==> src/rtl/uart_pkg.sv <==
// ---------------------------------------------------------------------------
// uart_pkg
//   Shared definitions for the UART core and its parallel shift-register
//   front ends (uart_sr_input / uart_sr_output).
//   - state_t            : transmit-side sequencer states
//   - DEFAULT_DATA_WIDTH : bits per character
//   - DEFAULT_BAUD_RATE  : line rate used by the uart core
//   - DEFAULT_CLK_FREQ   : system clock frequency in Hz
// ---------------------------------------------------------------------------
package uart_pkg;

    localparam int unsigned DEFAULT_DATA_WIDTH = 8;
    localparam int unsigned DEFAULT_BAUD_RATE  = 115200;
    localparam int unsigned DEFAULT_CLK_FREQ   = 50_000_000;

    typedef enum logic [2:0] {
        IDLE,
        ARM,
        PRESENT,
        DRAIN,
        DONE
    } state_t;

endpackage

==> src/rtl/uart_watchdog.sv <==
// ---------------------------------------------------------------------------
// uart_watchdog
//   Cycle counter that raises a single-cycle expire pulse once tick_i has been
//   seen LIMIT times since the last clear. The counter restarts from zero
//   after expiring, so it can be left running.
//   Ports:
//     clk      : system clock
//     rst_n    : asynchronous active-low reset
//     en_i     : global enable; low freezes the count
//     clear_i  : restart the count (wins over tick_i)
//     tick_i   : count this cycle
//     expire_o : high in the cycle whose tick completes LIMIT counts
// ---------------------------------------------------------------------------
module uart_watchdog #(
    parameter int unsigned LIMIT = 100000
) (
    input  logic clk,
    input  logic rst_n,
    input  logic en_i,
    input  logic clear_i,
    input  logic tick_i,
    output logic expire_o
);

    localparam int unsigned CW = $clog2(LIMIT + 1);
    localparam logic [CW-1:0] LAST = CW'(LIMIT - 1);

    logic [CW-1:0] count_q;
    logic [CW-1:0] count_d;
    logic          hit;

    // The tick that would take the count to LIMIT is the expiring one.
    assign hit      = tick_i && !clear_i && (count_q == LAST);
    assign expire_o = en_i && hit;

    always_comb begin
        count_d = count_q;
        if (clear_i) begin
            count_d = '0;
        end else if (tick_i) begin
            count_d = hit ? '0 : count_q + CW'(1);
        end
    end

    always_ff @(posedge clk or negedge rst_n) begin
        if (!rst_n) begin
            count_q <= '0;
        end else if (en_i) begin
            count_q <= count_d;
        end
    end

endmodule

==> src/rtl/uart_sr_output.sv <==
// ---------------------------------------------------------------------------
// uart_sr_output
//   On a start request, snapshots a CHARACTER_COUNT-character parallel buffer
//   and streams it, most-significant slot first, into the uart transmitter
//   over the tx_data/tx_valid/tx_ready handshake. A watchdog aborts the
//   message if the transmitter stops responding.
//   Ports:
//     clk      : system clock
//     reset_n  : asynchronous active-low reset
//     ena      : global enable; low freezes all state
//     sr_data  : message, slot k = sr_data[k*DATA_WIDTH +: DATA_WIDTH]
//     start    : request transmission (sampled in IDLE only)
//     tx_data  : character to uart
//     tx_valid : character valid to uart
//     tx_ready : uart ready; falls on accept, rises at end of frame
//     busy     : high whenever not IDLE
//     done     : one-cycle pulse after the last character completes
//     timeout  : one-cycle pulse on watchdog abort
// ---------------------------------------------------------------------------
module uart_sr_output
    import uart_pkg::*;
#(
    parameter int unsigned DATA_WIDTH      = DEFAULT_DATA_WIDTH,
    parameter int unsigned CHARACTER_COUNT = 10,
    parameter int unsigned TIMEOUT_CYCLES  = 100000
) (
    input  logic                                  clk,
    input  logic                                  reset_n,
    input  logic                                  ena,
    input  logic [DATA_WIDTH*CHARACTER_COUNT-1:0] sr_data,
    input  logic                                  start,
    output logic [DATA_WIDTH-1:0]                 tx_data,
    output logic                                  tx_valid,
    input  logic                                  tx_ready,
    output logic                                  busy,
    output logic                                  done,
    output logic                                  timeout
);

    localparam int unsigned BUF_W = DATA_WIDTH * CHARACTER_COUNT;
    localparam int unsigned CL_W  = $clog2(CHARACTER_COUNT + 1);

    state_t                  state_q;
    logic [BUF_W-1:0]        buffer_q;
    logic [BUF_W-1:0]        buffer_shifted;
    logic [DATA_WIDTH-1:0]   tx_data_q;
    logic                    tx_valid_q;
    logic                    busy_q;
    logic                    done_q;
    logic                    timeout_q;
    logic [CL_W-1:0]         chars_left_q;

    logic wd_tick;
    logic wd_clear;
    logic wd_expire;

    // Next character is always the top slot once the sent one is shifted out.
    assign buffer_shifted = buffer_q << DATA_WIDTH;

    // The watchdog only runs while waiting on the transmitter. Seeing the
    // awaited tx_ready edge is the only non-abort way out of PRESENT/DRAIN,
    // so it doubles as the state-change clear.
    assign wd_tick  = (state_q == PRESENT) || (state_q == DRAIN);
    assign wd_clear = ((state_q == PRESENT) && !tx_ready) ||
                      ((state_q == DRAIN)   &&  tx_ready);

    uart_watchdog #(
        .LIMIT (TIMEOUT_CYCLES)
    ) u_watchdog (
        .clk      (clk),
        .rst_n    (reset_n),
        .en_i     (ena),
        .clear_i  (wd_clear),
        .tick_i   (wd_tick),
        .expire_o (wd_expire)
    );

    always_ff @(posedge clk or negedge reset_n) begin
        if (!reset_n) begin
            state_q      <= IDLE;
            buffer_q     <= '0;
            tx_data_q    <= '0;
            tx_valid_q   <= 1'b0;
            busy_q       <= 1'b0;
            done_q       <= 1'b0;
            timeout_q    <= 1'b0;
            chars_left_q <= '0;
        end else if (ena) begin
            done_q    <= 1'b0;
            timeout_q <= 1'b0;
            case (state_q)
                IDLE: begin
                    if (start) begin
                        buffer_q     <= sr_data;
                        chars_left_q <= CL_W'(CHARACTER_COUNT);
                        busy_q       <= 1'b1;
                        state_q      <= ARM;
                    end
                end
                // Do not present until a previous frame has fully drained.
                ARM: begin
                    if (tx_ready) begin
                        tx_data_q  <= buffer_q[BUF_W-1 -: DATA_WIDTH];
                        tx_valid_q <= 1'b1;
                        state_q    <= PRESENT;
                    end
                end
                PRESENT: begin
                    if (!tx_ready) begin
                        tx_valid_q <= 1'b0;
                        state_q    <= DRAIN;
                    end else if (wd_expire) begin
                        buffer_q     <= '0;
                        chars_left_q <= '0;
                        tx_valid_q   <= 1'b0;
                        busy_q       <= 1'b0;
                        timeout_q    <= 1'b1;
                        state_q      <= IDLE;
                    end
                end
                DRAIN: begin
                    if (tx_ready) begin
                        buffer_q     <= buffer_shifted;
                        chars_left_q <= chars_left_q - CL_W'(1);
                        if (chars_left_q == CL_W'(1)) begin
                            done_q  <= 1'b1;
                            state_q <= DONE;
                        end else begin
                            tx_data_q  <= buffer_shifted[BUF_W-1 -: DATA_WIDTH];
                            tx_valid_q <= 1'b1;
                            state_q    <= PRESENT;
                        end
                    end else if (wd_expire) begin
                        buffer_q     <= '0;
                        chars_left_q <= '0;
                        tx_valid_q   <= 1'b0;
                        busy_q       <= 1'b0;
                        timeout_q    <= 1'b1;
                        state_q      <= IDLE;
                    end
                end
                DONE: begin
                    busy_q  <= 1'b0;
                    state_q <= IDLE;
                end
                default: begin
                    tx_valid_q <= 1'b0;
                    busy_q     <= 1'b0;
                    state_q    <= IDLE;
                end
            endcase
        end
    end

    assign tx_data  = tx_data_q;
    assign tx_valid = tx_valid_q;
    assign busy     = busy_q;
    assign done     = done_q;
    assign timeout  = timeout_q;

endmodule

==> config.mk <==
export PLATFORM = sky130hd
export DESIGN_NAME = uart_sr_output
export DESIGN_NICKNAME = d
export VERILOG_FILES = /design/src/rtl/uart_pkg.sv /design/src/rtl/uart_watchdog.sv /design/src/rtl/uart_sr_output.sv
export SDC_FILE = /design/constraint.sdc
export NUM_CORES = 1
export LEC_CHECK = 0
export ABC_CLOCK_PERIOD_IN_PS = 2950
export CELL_PAD_IN_SITES_DETAIL_PLACEMENT = 1
export CELL_PAD_IN_SITES_GLOBAL_PLACEMENT = 1
export CORE_MARGIN = 2
export CORE_UTILIZATION = 34
export CTS_CLUSTER_DIAMETER = 60
export DETAILED_ROUTE_END_ITERATION = 10
export HOLD_SLACK_MARGIN = 0.02
export PLACE_DENSITY = 0.67
export SLEW_MARGIN = 0
export SYNTH_ARGS = -nofsm -noshare
export SYNTH_HDL_FRONTEND = slang
export SYNTH_SLANG_ARGS = --single-unit
==> constraint.sdc <==
create_clock -name clk -period 2.95 [get_ports clk]
set_input_delay 0.7375 -clock clk [delete_from_list [all_inputs] [get_ports clk]]
set_output_delay 0.7375 -clock clk [all_outputs]
set_load 0.005 [all_outputs]
==> flow_metrics.py <==
metrics = {
    "placed_design": {
        "place_congestion": 0.7945,
        "place_ws_ps": 180.3,
        "port_buffers": 96,
        "placed_cells": 787,
        "hpwl_mm": 10.07,
    },
    "critical_path": {
        "crit_type": "primary input to flip-flop",
        "crit_path_top_delay_cell": "clkdlybuf4s50_1",
        "crit_top_cell": "buf_4",
        "start_kind": "primary input",
        "crit_chain": "clkdlybuf4s50_1 -> nand3b_1 -> buf_4 -> nor4_1 -> buf_4 -> nand3_1 -> xor2_1 -> nor2_1",
        "worst-path-buf-inv": 3,
        "critical-path-max-stage-delay_ps": 630,
        "cp_data_required_time_ps": 3230,
        "endpoint_kind": "flip-flop",
        "crit_fanout": 23,
        "critical-path-top-delay-family": "buffers and inverters",
        "arrival_ps": 2730,
    },
    "clocking": {
        "cts_buffers": 17,
        "hold_buffers": 0,
        "htreeDepth": 4,
        "cts_buffer_depth": 2,
        "clk_latency_ps": 410,
        "clock-sinks": 116,
        "clkTransAtPathRegs_ps": 50,
        "cts_tree": "built",
        "cts_resized": 0,
        "cts_setup_buffers": 0,
        "root_buffer": "clkbuf_16",
    },
    "synthesis": {
        "syn_nets": 586,
        "synthTopCellsByArea": "dfrtp_1 (53%), a22o_1 (12%), a21o_1 (8.9%)",
        "synth_area_um2": 5498,
        "syn_area_per_cell_um2": 11.04,
        "synth_edf_count": 0,
        "synth-seq-cells": 116,
        "synth_flop_cell": "dfrtp_1",
        "yosys.area.top_type_share_pct": 52.80,
        "yosys_warnings": 0,
        "async_reset_ff_share_pct": 100.0,
        "syn_inst": 498,
        "ys_types": 52,
        "synth_largest_area_cell": "dfrtp_1",
        "synth.yosys.seq_area_share_pct": 52.80,
    },
    "routing": {
        "drc": 0,
        "drt-wirelength-per-cell_um": 18.00,
        "firstDrtPassIters": 4,
        "viasPerCell": 5.311,
        "antenna_left": 0,
        "vias": 4339,
        "drt_wl_total_mm": 14.71,
        "drtIter0Drc": 213,
    },
    "finish": {
        "antenna_cells": 0,
        "mostFrequentLayoutCells": "dfrtp_1 (116), clkdlybuf4s50_1 (95), a22o_1 (74), a21o_1 (64), nand2_1 (31)",
        "nets": 678,
        "syn2layout_area_growth_pct": 33.05,
        "drive_gt1_share_pct": 9.484,
        "final_common_cell": "dfrtp_1",
        "final_cells": 817,
        "fin_util_pct": 46.21,
    },
    "pwr": {
        "clkPwrFrac_pct": 33.7,
        "ir_drop_uv": 428.4,
        "seqPwrFrac_pct": 39.9,
        "p_per_area_nw_per_um2": 903.6,
        "total_leakage_power_nw": 3.560,
        "comb_power_share_pct": 26.5,
        "swShare_pct": 29.92,
        "switching_power_mw": 1.978,
        "p_int_mw": 4.632,
    },
    "sta": {
        "finalHoldViolCount": 0,
        "worst_slack_ps": 507.6,
        "slew_violations": 0,
        "fin_setup_tns_ps": 0,
        "fin_crit_sh_pct": 82.79,
        "relSlewSlack_pct": 58.35,
        "finalClockSkew_ps": 4.819,
        "fmax_ghz": 0.4094,
        "setup_violations": 0,
        "worstMarginPinSlew_ps": 623.3,
        "finalCriticalPeriod_ps": 2442,
        "rsz0062_at_grt": "no",
    },
    "global_route": {
        "antenna_found_initial": 0,
        "track_usage_pct": 17.82,
        "grt-ovfl-total": 0,
        "grt_max_degree": 74,
        "grt_pass1_wl_mm": 24.47,
        "grt_pass1_vias": 4714,
    },
    "outcome": {
        "status": "complete, no violations",
    },
    "run": {
        "cap_violations": 0,
    },
    "floorplanning": {
        "start_util_pct": 34.74,
        "io_pins": 97,
        "die_area_um2": 17200,
        "placeableCoreArea_um2": 15830,
        "rows": 46,
        "die_w_um": 131.2,
        "die_h_um": 131.2,
    },
    "worst_hold_path": {
        "hold_path_class": "primary input to asynchronous set/reset pin",
    },
}
==> worst reg2reg max path: stages, from the launching register on <==
cell,delay (ps)
dfrtp_1,410
ha_1,250
and4_1,260
and4_1,370
a21oi_2,130
a21o_2,280
buf_4,240
a21o_1,230
==> power groups by stage <==
stage | registers, mW | clock network (mW) | logic (mW)
floorplan | 2.49 | 0 | 1.26
finish | 2.64 | 2.22 | 1.75
global placement | 2.63 | 0 | 1.69
CTS | 2.64 | 2.27 | 1.78
detailed placement | 2.66 | 0 | 1.77
global route | 2.73 | 2.35 | 1.94
==> stage by stage <==
step	hold slack [ps]	total power [mW]	cell area, um2
3_3_place_gp	459.8	4.325	6673
5_1_grt	376.5	7.023	7315
2_1_floorplan	441.9	3.754	5498
4_1_cts	359.4	6.699	7315
6_report	335.5	6.609	7315
3_5_place_dp	466.1	4.435	6673
==> cell type report <==
| cell class | count | area (um2) |
|---|---|---|
| tap | 216 | 270.3 |
| sequential | 116 | 2903 |
| clock inverter | 8 | 147.6 |
| timing repair buffer | 111 | 1121 |
| multi-input combinational | 328 | 2318 |
| inverter | 16 | 60.06 |
| clock buffer | 22 | 494.2 |
| fill | 1678 | 8513 |
==> cells in the mapped netlist (3+ instances only) <==
cell type    n
nand3_1      9
nand4_1      4
nand2_1     31
mux2i_1     10
a22o_1      74
buf_2       10
o21ai_0     10
or3_1        5
o22ai_1      3
a21o_1      65
buf_6        9
ha_1         3
nor4_1       3
inv_1       16
a22oi_1     10
nor2_1      14
o21ai_1     24
nor3_1       7
clkbuf_1    13
dfrtp_1    116
o2bb2ai_1    8
a21oi_1     11
buf_1        5
==> routing by layer <==
metal,up-vias,part of all wire (%),track usage (%)
met5,-,0,0
met2,80,49,30.12
met3,20,4.4,4.630
met1,2201,45,22.04
met4,0,1.6,6.461
li1,2038,-,-
==> cell families after synthesis <==
logic type | synth area share, %
adders and majority gates | 0.6828
DFF | 52.80
AOI/OAI and AO/OA | 29.06
buffers and inverters | 5.212
and+or+nand+nor | 9.445
muxes | 2.026
xor gates and xnor gates | 0.7739
==> sequential cells by signal, indices dropped and copies added, names as in the netlist <==
name,count
buffer_q,80
u_watchdog.count_q,17
tx_data,8
chars_left_q,4
state_q,3
busy,1
done,1
timeout,1
tx_valid,1
==> final timing paths <==
kind                                       start                      to  slack [ps]  depth (start not counted)
setup / recovery                             ena  u_watchdog.count_q[13]         510                          8
hold / removal                           reset_n  u_watchdog.count_q[15]         340                          1
setup reg to reg           u_watchdog.count_q[0]            buffer_q[50]         680                          7
hold reg to reg                     buffer_q[60]            buffer_q[60]         470                          1
max in group asynchronous                reset_n            buffer_q[32]        1770                          2
min in group clk                    buffer_q[60]            buffer_q[60]         470                          1
Note: power is estimated with default switching activity, not from simulation.
